`src/rtl/periph_uart_tx.sv`:
```
// periph_uart_tx: serialises a watched 2*DATA_WIDTH-bit peripheral word as two UART bytes (low byte first) when it changes.
// Latency: a frame starts on the first edge where the word differs from the last one sent; tx is decoded from registered state.
// Backpressure: none. Changes to the word during a frame are ignored; only the value present after the frame is compared next.
//
// Ports:
//   clk              - single clock, all state updates on its rising edge
//   rst              - synchronous, active-high reset
//   PeripheralBuffer - watched word (memory bytes 0xFFFF:0xFFFE)
//   tx               - serial line, idle high
//   busy             - high while a two-byte frame is in progress
//   frame_done       - one-cycle pulse after the final stop bit of a frame
//
// Optional feature: define PERIPH_TX_PARITY_EN to add an even-parity bit after each data byte.
module periph_uart_tx #(
  parameter int CLKS_PER_BIT = 16,
  parameter int DATA_WIDTH   = 8
) (
  input  logic                    clk,
  input  logic                    rst,
  input  logic [2*DATA_WIDTH-1:0] PeripheralBuffer,
  output logic                    tx,
  output logic                    busy,
  output logic                    frame_done
);

  localparam int WW = 2 * DATA_WIDTH;
  localparam int CW = $clog2(CLKS_PER_BIT);
  localparam int BW = (DATA_WIDTH > 1) ? $clog2(DATA_WIDTH) : 1;
  localparam logic [CW-1:0] CNT_LAST = CW'(CLKS_PER_BIT - 1);
  localparam logic [BW-1:0] BIT_LAST = BW'(DATA_WIDTH - 1);

  typedef enum logic [2:0] {
    S_IDLE,
    S_START,
    S_DATA,
`ifdef PERIPH_TX_PARITY_EN
    S_PARITY,
`endif
    S_STOP
  } state_e;

  state_e            state_q, state_d;
  logic [CW-1:0]     cnt_q, cnt_d;
  logic [BW-1:0]     bit_q, bit_d;
  logic              byte_sel_q, byte_sel_d;
  logic [WW-1:0]     shift_word_q, shift_word_d;
  logic [WW-1:0]     last_sent_q, last_sent_d;
  logic              frame_done_q, frame_done_d;

  logic [DATA_WIDTH-1:0] cur_byte;
  logic                  bit_end;

  // byte_sel picks the half of the captured word currently on the wire.
  assign cur_byte = byte_sel_q ? shift_word_q[WW-1:DATA_WIDTH] : shift_word_q[DATA_WIDTH-1:0];
  assign bit_end  = (cnt_q == CNT_LAST);

  always_ff @(posedge clk) begin
    if (rst) begin
      state_q      <= S_IDLE;
      cnt_q        <= '0;
      bit_q        <= '0;
      byte_sel_q   <= 1'b0;
      shift_word_q <= '0;
      last_sent_q  <= '0;
      frame_done_q <= 1'b0;
    end else begin
      state_q      <= state_d;
      cnt_q        <= cnt_d;
      bit_q        <= bit_d;
      byte_sel_q   <= byte_sel_d;
      shift_word_q <= shift_word_d;
      last_sent_q  <= last_sent_d;
      frame_done_q <= frame_done_d;
    end
  end

  always_comb begin
    state_d      = state_q;
    bit_d        = bit_q;
    byte_sel_d   = byte_sel_q;
    shift_word_d = shift_word_q;
    last_sent_d  = last_sent_q;
    frame_done_d = 1'b0;
    tx           = 1'b1;
    busy         = 1'b1;

    // The bit timer free-runs through every non-idle state and wraps at the end of each bit.
    if (state_q == S_IDLE || bit_end) begin
      cnt_d = '0;
    end else begin
      cnt_d = cnt_q + CW'(1);
    end

    case (state_q)
      S_IDLE: begin
        busy = 1'b0;
        // Compare against the live word: anything that changed and changed back during a frame is dropped.
        if (PeripheralBuffer != last_sent_q) begin
          shift_word_d = PeripheralBuffer;
          byte_sel_d   = 1'b0;
          bit_d        = '0;
          state_d      = S_START;
        end
      end
      S_START: begin
        tx = 1'b0;
        if (bit_end) begin
          bit_d   = '0;
          state_d = S_DATA;
        end
      end
      S_DATA: begin
        tx = cur_byte[bit_q];
        if (bit_end) begin
          if (bit_q == BIT_LAST) begin
`ifdef PERIPH_TX_PARITY_EN
            state_d = S_PARITY;
`else
            state_d = S_STOP;
`endif
          end else begin
            bit_d = bit_q + BW'(1);
          end
        end
      end
`ifdef PERIPH_TX_PARITY_EN
      S_PARITY: begin
        tx = ^cur_byte;
        if (bit_end) begin
          state_d = S_STOP;
        end
      end
`endif
      S_STOP: begin
        tx = 1'b1;
        if (bit_end) begin
          if (!byte_sel_q) begin
            byte_sel_d = 1'b1;
            state_d    = S_START;
          end else begin
            // Returning to idle here guarantees at least one idle cycle between frames.
            last_sent_d  = shift_word_q;
            frame_done_d = 1'b1;
            state_d      = S_IDLE;
          end
        end
      end
      default: begin
        busy    = 1'b0;
        state_d = S_IDLE;
      end
    endcase
  end

  assign frame_done = frame_done_q;

endmodule

```
`config.mk`:
```
export PLATFORM = sky130hd
export DESIGN_NAME = periph_uart_tx
export DESIGN_NICKNAME = d
export VERILOG_FILES = /design/src/rtl/periph_uart_tx.sv
export SDC_FILE = /design/constraint.sdc
export NUM_CORES = 1
export LEC_CHECK = 0
export CAP_MARGIN = 20
export CORE_MARGIN = 2
export CORE_UTILIZATION = 50
export DETAILED_ROUTE_END_ITERATION = 10
export GPL_ROUTABILITY_DRIVEN = 0
export PLACE_DENSITY = 0.71
export SETUP_SLACK_MARGIN = 0.15
export SYNTH_ARGS = -nofsm -noshare
export SYNTH_HDL_FRONTEND = slang
export SYNTH_SLANG_ARGS = --single-unit
```
`constraint.sdc`:
```
create_clock -name clk -period 2.65 [get_ports clk]
set_input_delay 0.53 -clock clk [delete_from_list [all_inputs] [get_ports clk]]
set_output_delay 0.53 -clock clk [all_outputs]
set_load 0.1 [all_outputs]
```
==> impl_metrics.xml, run 1 <==
<?xml version="1.0" encoding="UTF-8"?>
<metrics>
  <group name="route">
    <metric name="detail_route.first_pass.iterations" unit="">4</metric>
    <metric name="detail_route.drc_violations" unit="">0</metric>
    <metric name="post_drt_via_cell_ratio" unit="">5.652</metric>
    <metric name="detailedRoute.firstIterationViolations" unit="">164</metric>
    <metric name="route.detailed.wl_per_inst" unit="um">15.20</metric>
    <metric name="routed_wirelength" unit="mm">4.984</metric>
    <metric name="vias" unit="">1854</metric>
    <metric name="antenna_left" unit="">0</metric>
  </group>
  <group name="final_layout">
    <metric name="final_nets" unit="">301</metric>
    <metric name="finalNonFillerCells" unit="">328</metric>
    <metric name="core_util_final" unit="%">59.47</metric>
    <metric name="antenna-diode-count" unit="">0</metric>
    <metric name="area_growth_syn_to_layout" unit="%">16.83</metric>
    <metric name="share_of_final_layout_standard_cells_stronger_than_drive_strength_1" unit="%">13.41</metric>
  </group>
  <group name="synthesis">
    <metric name="mappedNetlistArea" unit="um2">2186</metric>
    <metric name="synthFlopType" unit="">dfxtp_1</metric>
    <metric name="syn_inst" unit="">253</metric>
    <metric name="postSynthRegisterBits" unit="">43</metric>
    <metric name="top_cell_type_by_total_area_after_synthesis" unit="">dfxtp_1</metric>
    <metric name="number_of_synthesized_flops_with_an_enable_pin" unit="">0</metric>
    <metric name="post_synth_num_cell_types" unit="">34</metric>
    <metric name="synth_top_cells_by_area" unit="">dfxtp_1 (39%), nand2_1 (9.3%), a21oi_1 (8.5%), xnor2_1 (6.8%), mux4_2 (5.2%)</metric>
    <metric name="synth-async-reset-ratio" unit="%">0</metric>
    <metric name="postSynthNetCount" unit="">279</metric>
    <metric name="synth.yosys.seq_area_share" unit="%">39.38</metric>
    <metric name="share_of_yosys_cell_area_claimed_by_the_top_area_cell_type" unit="%">39.38</metric>
    <metric name="yosys_warnings" unit="">0</metric>
    <metric name="synthesis.area_per_instance" unit="um2">8.640</metric>
  </group>
  <group name="floorplan">
    <metric name="io-pin-count" unit="">21</metric>
    <metric name="fp.coreArea" unit="um2">4294</metric>
    <metric name="start_util" unit="%">50.90</metric>
    <metric name="fp.dieW" unit="um">70.12</metric>
    <metric name="die_h" unit="um">70.12</metric>
    <metric name="placementRows" unit="">24</metric>
    <metric name="overall_die_area" unit="um2">4917</metric>
  </group>
  <group name="sta">
    <metric name="fin_skew" unit="ns">0.005559</metric>
    <metric name="post-route-period-util" unit="%">96.80</metric>
    <metric name="finalHoldViolations" unit="">0</metric>
    <metric name="final.setup.tns" unit="ns">0</metric>
    <metric name="final-max-slew-violation-count" unit="">0</metric>
    <metric name="worst_slew_pin_slew" unit="ns">0.6656</metric>
    <metric name="grt_setup_unrepaired" unit="">true</metric>
    <metric name="period_minus_slack" unit="ns">2.565</metric>
    <metric name="timing.max_slew.rel_slack" unit="%">55.62</metric>
    <metric name="max_freq" unit="MHz">389.8</metric>
    <metric name="timing.final.setup_violations" unit="">0</metric>
  </group>
  <group name="setup_path">
    <metric name="setup.worst_path.end_class" unit="">primary output</metric>
    <metric name="regToRegSetupSlack" unit="ns">0.55</metric>
    <metric name="maximum_net_fanout_on_the_critical_path" unit="">5</metric>
    <metric name="timing.setup.critical_path_class" unit="">reg -&gt; out</metric>
    <metric name="timing.critical_path.depth" unit="">5</metric>
    <metric name="reg2reg_depth" unit="">8</metric>
    <metric name="setup.worst_path.start_class" unit="">flop</metric>
    <metric name="slowest_stage_cell_crit_path" unit="">mux4_2</metric>
    <metric name="timing.critical_path.to" unit="">tx</metric>
    <metric name="worst_ep_required_time" unit="ns">2.12</metric>
    <metric name="timing.critical_path.from" unit="">bit_q[1]</metric>
    <metric name="reg_to_reg_startpoint" unit="">bit_q[1]</metric>
    <metric name="critical_path_arrival" unit="ns">2.04</metric>
    <metric name="crit_path_cells" unit="">mux4_2 &gt; mux4_2 &gt; nor2_2 &gt; a21oi_2 &gt; buf_12</metric>
    <metric name="critical_path.top_delay_family" unit="">multiplexers</metric>
    <metric name="number_of_buffers_and_inverters_on_the_critical_path" unit="">1</metric>
    <metric name="crit_path_frequent_cell" unit="">mux4_2</metric>
    <metric name="worst_r2r_endpoint" unit="">bit_q[0]</metric>
    <metric name="slowest_delay" unit="ns">0.52</metric>
  </group>
  <group name="status">
    <metric name="outcome" unit="">finished, final reports clean</metric>
  </group>
  <group name="flow_run">
    <metric name="maxCapViolations" unit="">0</metric>
  </group>
  <group name="grt">
    <metric name="grtUsageMet1" unit="%">31.76</metric>
    <metric name="gr-usage-met3" unit="%">5.628</metric>
    <metric name="globalRouteMet2Util" unit="%">31.64</metric>
    <metric name="grt_overflow" unit="">0</metric>
    <metric name="number_of_global_route_vias_before_repair" unit="">1662</metric>
    <metric name="grt_util_all_layers" unit="%">22.03</metric>
    <metric name="grt_first_pass_wirelength" unit="mm">8.397</metric>
    <metric name="grt_start_max_net_pins" unit="">22</metric>
    <metric name="grt_antenna_before_repair" unit="">0</metric>
    <metric name="grt.busiest_layer" unit="">met1</metric>
  </group>
  <group name="place">
    <metric name="post-place-cells" unit="">319</metric>
    <metric name="post-dp-hpwl" unit="mm">3.577</metric>
    <metric name="port_buffer_count" unit="">20</metric>
  </group>
  <group name="cts">
    <metric name="worstSkewPairLatency" unit="ns">0.30</metric>
    <metric name="cts-htree-levels" unit="">2</metric>
    <metric name="path_clk_slew" unit="ns">0.08</metric>
    <metric name="cts_hold_repair.buffers" unit="">0</metric>
    <metric name="clock-sinks" unit="">43</metric>
    <metric name="cts_max_path_buffers" unit="">2</metric>
    <metric name="tritoncts" unit="">yes</metric>
    <metric name="number_of_clock_buffers_inserted_by_tritoncts" unit="">5</metric>
    <metric name="root_buffer_master" unit="">clkbuf_8</metric>
  </group>
  <group name="power_and_ir_drop">
    <metric name="total_power" unit="mW">2.031</metric>
    <metric name="cellLeakagePower" unit="nW">0.9581</metric>
    <metric name="cellPowerDensity" unit="nW/um2">795.4</metric>
    <metric name="vdd_ir_drop_max" unit="V">0.0003660</metric>
  </group>
  <group name="hold_path">
    <metric name="worstHoldPathType" unit="">reg -&gt; reg</metric>
    <metric name="worstHoldPathCells" unit="">1</metric>
  </group>
</metrics>
==> per-layer routing <==
metal | wire, um | vias up | share of wire (%)
met5 | 0 | - | 0
met3 | 252 | 7 | 5.1
li1 | - | 934 | -
met2 | 2221 | 52 | 45
met4 | 65 | 0 | 1.3
met1 | 2445 | 861 | 49
==> worst min-delay path by stage <==
stage | end | startpoint
2_1_floorplan | cnt_q[0] | cnt_q[0]
3_3_place_gp | cnt_q[0] | cnt_q[0]
3_5_place_dp | cnt_q[0] | cnt_q[0]
4_1_cts | cnt_q[0] | cnt_q[0]
5_1_grt | cnt_q[0] | cnt_q[0]
6_report | cnt_q[0] | cnt_q[0]
==> cells by family after synthesis <==
kind of cell    synth area share, %
simple gates                  22.61
mux                           5.610
xor+xnor                      7.212
fa+ha+maj                     4.579
buf+inv                       5.896
flops                         39.38
compound gates                14.71
==> flip-flops by register name, summed over array words and instances, names as in the netlist <==
name	flops
last_sent_q	16
shift_word_q	16
byte_sel_q	1
state_q	2
bit_q	3
cnt_q	4
frame_done	1
==> where the power goes <==
group	switching, mW	total (mW)	internal (mW)
registers	0.0678	0.794	0.726
logic	0.521	0.823	0.302
clock network	0.229	0.413	0.184
total	0.818	2.03	1.21
==> metrics by stage <==
stage                     cell area (um2)  setup WS [ns]  hold WS, ns
after floorplan                      2190         0.1930       0.4175
after global placement               2455        0.07454       0.4376
after detailed placement             2455        0.07484       0.4441
after CTS                            2554        0.06511       0.4552
after global routing                 2554       0.008233       0.4761
final                                2554        0.08480       0.4539
==> synthesized netlist by cell type, types with 2 or more instances <==
cell      instances
inv_1             7
mux4_2            5
dfxtp_1          43
or4_1             2
nand4_2           2
nor2_1            5
nand4_1          11
o21ai_0           4
o221ai_1          3
buf_6             2
clkbuf_1         13
and3_1            3
nand3_1          18
a41o_1            3
nand2_1          54
a21oi_1          37
ha_1              8
xnor2_1          17
==> layout by cell type (no fill, tap or decap), types with 2 or more instances in the layout <==
| cell | instances |
|---|---|
| a21oi_1 | 36 |
| a41o_1 | 3 |
| and3_1 | 3 |
| buf_4 | 16 |
| clkbuf_8 | 5 |
| clkdlybuf4s50_1 | 17 |
| dfxtp_1 | 42 |
| ha_1 | 8 |
| inv_1 | 7 |
| mux4_2 | 5 |
| nand2_1 | 54 |
| nand3_1 | 18 |
| nand4_1 | 11 |
| nand4_2 | 2 |
| nor2_1 | 4 |
| o21ai_0 | 4 |
| o221ai_1 | 3 |
| or4_1 | 2 |
| xnor2_1 | 17 |
==> worst reg2reg max path, cell delays in order (launching register included) <==
cell	delay (ns)
dfxtp_4	0.38
buf_4	0.15
ha_1	0.17
ha_1	0.21
and4b_1	0.35
nand2_1	0.09
or4_1	0.40
o221ai_1	0.20
a41o_1	0.11
==> repair_timing <==
item,4_1_cts,5_1_grt
setup buffers,1,0
gates cloned,0,0
gates resized for setup,3,0
endpoints found under the setup margin,1,1
==> cell type report <==
type / instances / area [um2]
clock buffers: 6 / 72.57
clock inverters: 2 / 12.51
fillers: 394 / 1740
inverters: 7 / 26.28
multi-input cells: 184 / 1202
flip-flops and latches: 43 / 864.6
well taps: 52 / 65.06
repair buffers: 34 / 310.3
Note: power is estimated with default switching activity, not from simulation.
==> run 2: changes to the inputs <==
--- a/config.mk
+++ b/config.mk
@@ -6,7 +6,6 @@
 export NUM_CORES = 1
 export LEC_CHECK = 0
 export CAP_MARGIN = 20
-export CORE_MARGIN = 2
 export CORE_UTILIZATION = 50
 export DETAILED_ROUTE_END_ITERATION = 10
 export GPL_ROUTABILITY_DRIVEN = 0
==> constraint.sdc (replaced) <==
create_clock -name clk -period 2.65 [get_ports clk]
set_input_delay 0.795 -clock clk [delete_from_list [all_inputs] [get_ports clk]]
set_output_delay 0.795 -clock clk [all_outputs]
set_load 0.1 [all_outputs]
==> impl_metrics.xml, run 2 (synthesis gave the netlist of run 1 again) <==
<?xml version="1.0" encoding="UTF-8"?>
<metrics>
  <group name="flow_run">
    <metric name="maxCapViolations" unit="">0</metric>
  </group>
  <group name="place">
    <metric name="placed_cell_area" unit="um2">2527</metric>
    <metric name="port_buffer_count" unit="">20</metric>
    <metric name="minimum_setup_slack_after_placement" unit="ns">-0.1973</metric>
    <metric name="post-dp-hpwl" unit="mm">3.668</metric>
  </group>
  <group name="floorplan">
    <metric name="die_h" unit="um">68.12</metric>
    <metric name="start_util" unit="%">53.49</metric>
    <metric name="fp.dieW" unit="um">68.12</metric>
    <metric name="io-pin-count" unit="">21</metric>
    <metric name="overall_die_area" unit="um2">4640</metric>
    <metric name="placementRows" unit="">23</metric>
    <metric name="fp.coreArea" unit="um2">4086</metric>
  </group>
  <group name="setup_path">
    <metric name="reg_to_reg_startpoint" unit="">bit_q[1]</metric>
    <metric name="setup.worst_path.end_class" unit="">primary output</metric>
    <metric name="slowest_stage_cell_crit_path" unit="">mux4_2</metric>
    <metric name="reg2reg_depth" unit="">8</metric>
    <metric name="crit_path_cells" unit="">mux4_2 &gt; mux4_2 &gt; nor2_4 &gt; a21oi_4 &gt; buf_12</metric>
    <metric name="worst_r2r_endpoint" unit="">bit_q[0]</metric>
    <metric name="timing.setup.critical_path_class" unit="">reg -&gt; out</metric>
    <metric name="number_of_buffers_and_inverters_on_the_critical_path" unit="">1</metric>
    <metric name="regToRegSetupSlack" unit="ns">0.53</metric>
    <metric name="crit_path_frequent_cell" unit="">mux4_2</metric>
    <metric name="slowest_delay" unit="ns">0.52</metric>
    <metric name="timing.critical_path.depth" unit="">5</metric>
    <metric name="maximum_net_fanout_on_the_critical_path" unit="">5</metric>
    <metric name="worst_ep_required_time" unit="ns">1.86</metric>
    <metric name="setup.worst_path.start_class" unit="">flop</metric>
    <metric name="critical_path.top_delay_family" unit="">multiplexers</metric>
    <metric name="critical_path_arrival" unit="ns">2.07</metric>
  </group>
  <group name="grt">
    <metric name="grt_first_pass_wirelength" unit="mm">8.349</metric>
    <metric name="number_of_global_route_vias_before_repair" unit="">1733</metric>
    <metric name="globalRouteMet2Util" unit="%">38.24</metric>
    <metric name="grt_util_all_layers" unit="%">25.26</metric>
    <metric name="gr-usage-met3" unit="%">6.500</metric>
    <metric name="grt.busiest_layer" unit="">met2</metric>
    <metric name="grt_start_max_net_pins" unit="">23</metric>
    <metric name="grt_antenna_before_repair" unit="">0</metric>
    <metric name="grtUsageMet1" unit="%">32.96</metric>
    <metric name="grt_overflow" unit="">0</metric>
  </group>
  <group name="sta">
    <metric name="fin_skew" unit="ns">0.008038</metric>
    <metric name="timing.final.setup_violations" unit="">1</metric>
    <metric name="worst_slew_pin_slew" unit="ns">0.6341</metric>
    <metric name="max_freq" unit="MHz">348.6</metric>
    <metric name="timing.max_slew.rel_slack" unit="%">57.72</metric>
    <metric name="final-max-slew-violation-count" unit="">0</metric>
    <metric name="post-route-period-util" unit="%">108.3</metric>
    <metric name="finalHoldViolations" unit="">0</metric>
    <metric name="grt_setup_unrepaired" unit="">true</metric>
    <metric name="period_minus_slack" unit="ns">2.869</metric>
    <metric name="post-route-worst-setup-slack" unit="ns">-0.2190</metric>
  </group>
  <group name="route">
    <metric name="detailedRoute.firstIterationViolations" unit="">97</metric>
    <metric name="detail_route.drc_violations" unit="">0</metric>
    <metric name="post_drt_via_cell_ratio" unit="">5.669</metric>
    <metric name="routed_wirelength" unit="mm">5.285</metric>
    <metric name="route.detailed.wl_per_inst" unit="um">15.78</metric>
    <metric name="vias" unit="">1899</metric>
    <metric name="antenna_left" unit="">0</metric>
    <metric name="detail_route.first_pass.iterations" unit="">5</metric>
  </group>
  <group name="cts">
    <metric name="tritoncts" unit="">yes</metric>
    <metric name="path_clk_slew" unit="ns">0.09</metric>
    <metric name="cts_hold_repair.buffers" unit="">0</metric>
    <metric name="number_of_clock_buffers_inserted_by_tritoncts" unit="">5</metric>
    <metric name="worstSkewPairLatency" unit="ns">0.31</metric>
    <metric name="root_buffer_master" unit="">clkbuf_8</metric>
    <metric name="clock-sinks" unit="">43</metric>
    <metric name="cts-htree-levels" unit="">2</metric>
    <metric name="cts_max_path_buffers" unit="">2</metric>
  </group>
  <group name="final_layout">
    <metric name="reg.largest.list" unit="">last_sent_q x16, shift_word_q x16, cnt_q x4</metric>
    <metric name="antenna-diode-count" unit="">0</metric>
    <metric name="area_growth_syn_to_layout" unit="%">27.25</metric>
    <metric name="layout_common_cells" unit="">nand2_1 (54), dfxtp_1 (41), a21oi_1 (35)</metric>
    <metric name="core_util_final" unit="%">68.06</metric>
    <metric name="mostFrequentLayoutCell" unit="">nand2_1</metric>
    <metric name="layout_cell_area_excl_fill" unit="um2">2781</metric>
    <metric name="share_of_final_layout_standard_cells_stronger_than_drive_strength_1" unit="%">20.70</metric>
    <metric name="final_nets" unit="">310</metric>
  </group>
  <group name="status">
    <metric name="outcome" unit="">finished with violations</metric>
    <metric name="failed_checks" unit="">setup timing</metric>
  </group>
  <group name="power_and_ir_drop">
    <metric name="cellLeakagePower" unit="nW">1.095</metric>
    <metric name="cellPowerDensity" unit="nW/um2">835.3</metric>
    <metric name="vdd_ir_drop_max" unit="V">0.0008358</metric>
  </group>
  <group name="hold_path">
    <metric name="worst_hold_path.endpoint" unit="">cnt_q[0]</metric>
    <metric name="worstHoldPathCells" unit="">1</metric>
    <metric name="worstHoldPathType" unit="">reg -&gt; reg</metric>
    <metric name="hold_start" unit="">cnt_q[0]</metric>
  </group>
</metrics>
-- run 2: final cells by class --
type / count / area (um2)
clock buffers: 5 / 68.82
clock inverters: 3 / 71.32
fillers: 337 / 1305
inverters: 7 / 26.28
multi-input cells: 184 / 1290
flip-flops and latches: 43 / 865.8
well taps: 50 / 62.56
repair buffers: 43 / 396.6
-- run 2: layer usage --
metal | vias up | wire length, um
li1 | 956 | -
met1 | 889 | 2425
met2 | 46 | 2443
met3 | 8 | 298
met4 | 0 | 117
met5 | - | 0
-- run 2: repair_timing --
item / in CTS / in global routing
setup endpoints to repair: 19 / 22
resized for setup: 4 / 14
buffers inserted: 0 / 3
pin swaps: 0 / 9
-- run 2: power by group --
group          leakage [nW]  total [mW]  switching, mW  internal (mW)
registers             0.352       0.797         0.0704          0.726
logic                 0.673       0.895          0.546          0.349
clock network        0.0703       0.631          0.248          0.383
-- run 2: worst max-delay path by stage --
stage / startpoint / end / slack (ns)
final: bit_q[1] / tx / -0.22
after global routing: bit_q[1] / tx / -0.28
after CTS: bit_q[1] / tx / -0.23
after detailed placement: PeripheralBuffer[7] / state_q[0] / -0.20
after global placement: PeripheralBuffer[7] / state_q[0] / -0.16
after floorplan: bit_q[1] / tx / 0.16
-- run 2: metrics by stage --
step	total power [mW]	TNS, ns	std cells	hold slack (ns)
floorplan	1.403	0	253	0.4175
global placement	1.661	-2.928	324	0.4371
detailed placement	1.672	-3.852	324	0.4488
CTS	2.306	-0.2300	332	0.4614
global route	2.433	-0.2790	335	0.4990
finish	2.323	-0.2190	335	0.4649
==> run 3: changes to the inputs <==
--- a/config.mk
+++ b/config.mk
@@ -11,6 +11,7 @@
 export GPL_ROUTABILITY_DRIVEN = 0
 export PLACE_DENSITY = 0.71
 export SETUP_SLACK_MARGIN = 0.15
+export SLEW_MARGIN = 25
 export SYNTH_ARGS = -nofsm -noshare
 export SYNTH_HDL_FRONTEND = slang
 export SYNTH_SLANG_ARGS = --single-unit
==> results of run 3 <==
The final DEF is identical to that of run 2; final timing and power are the same.
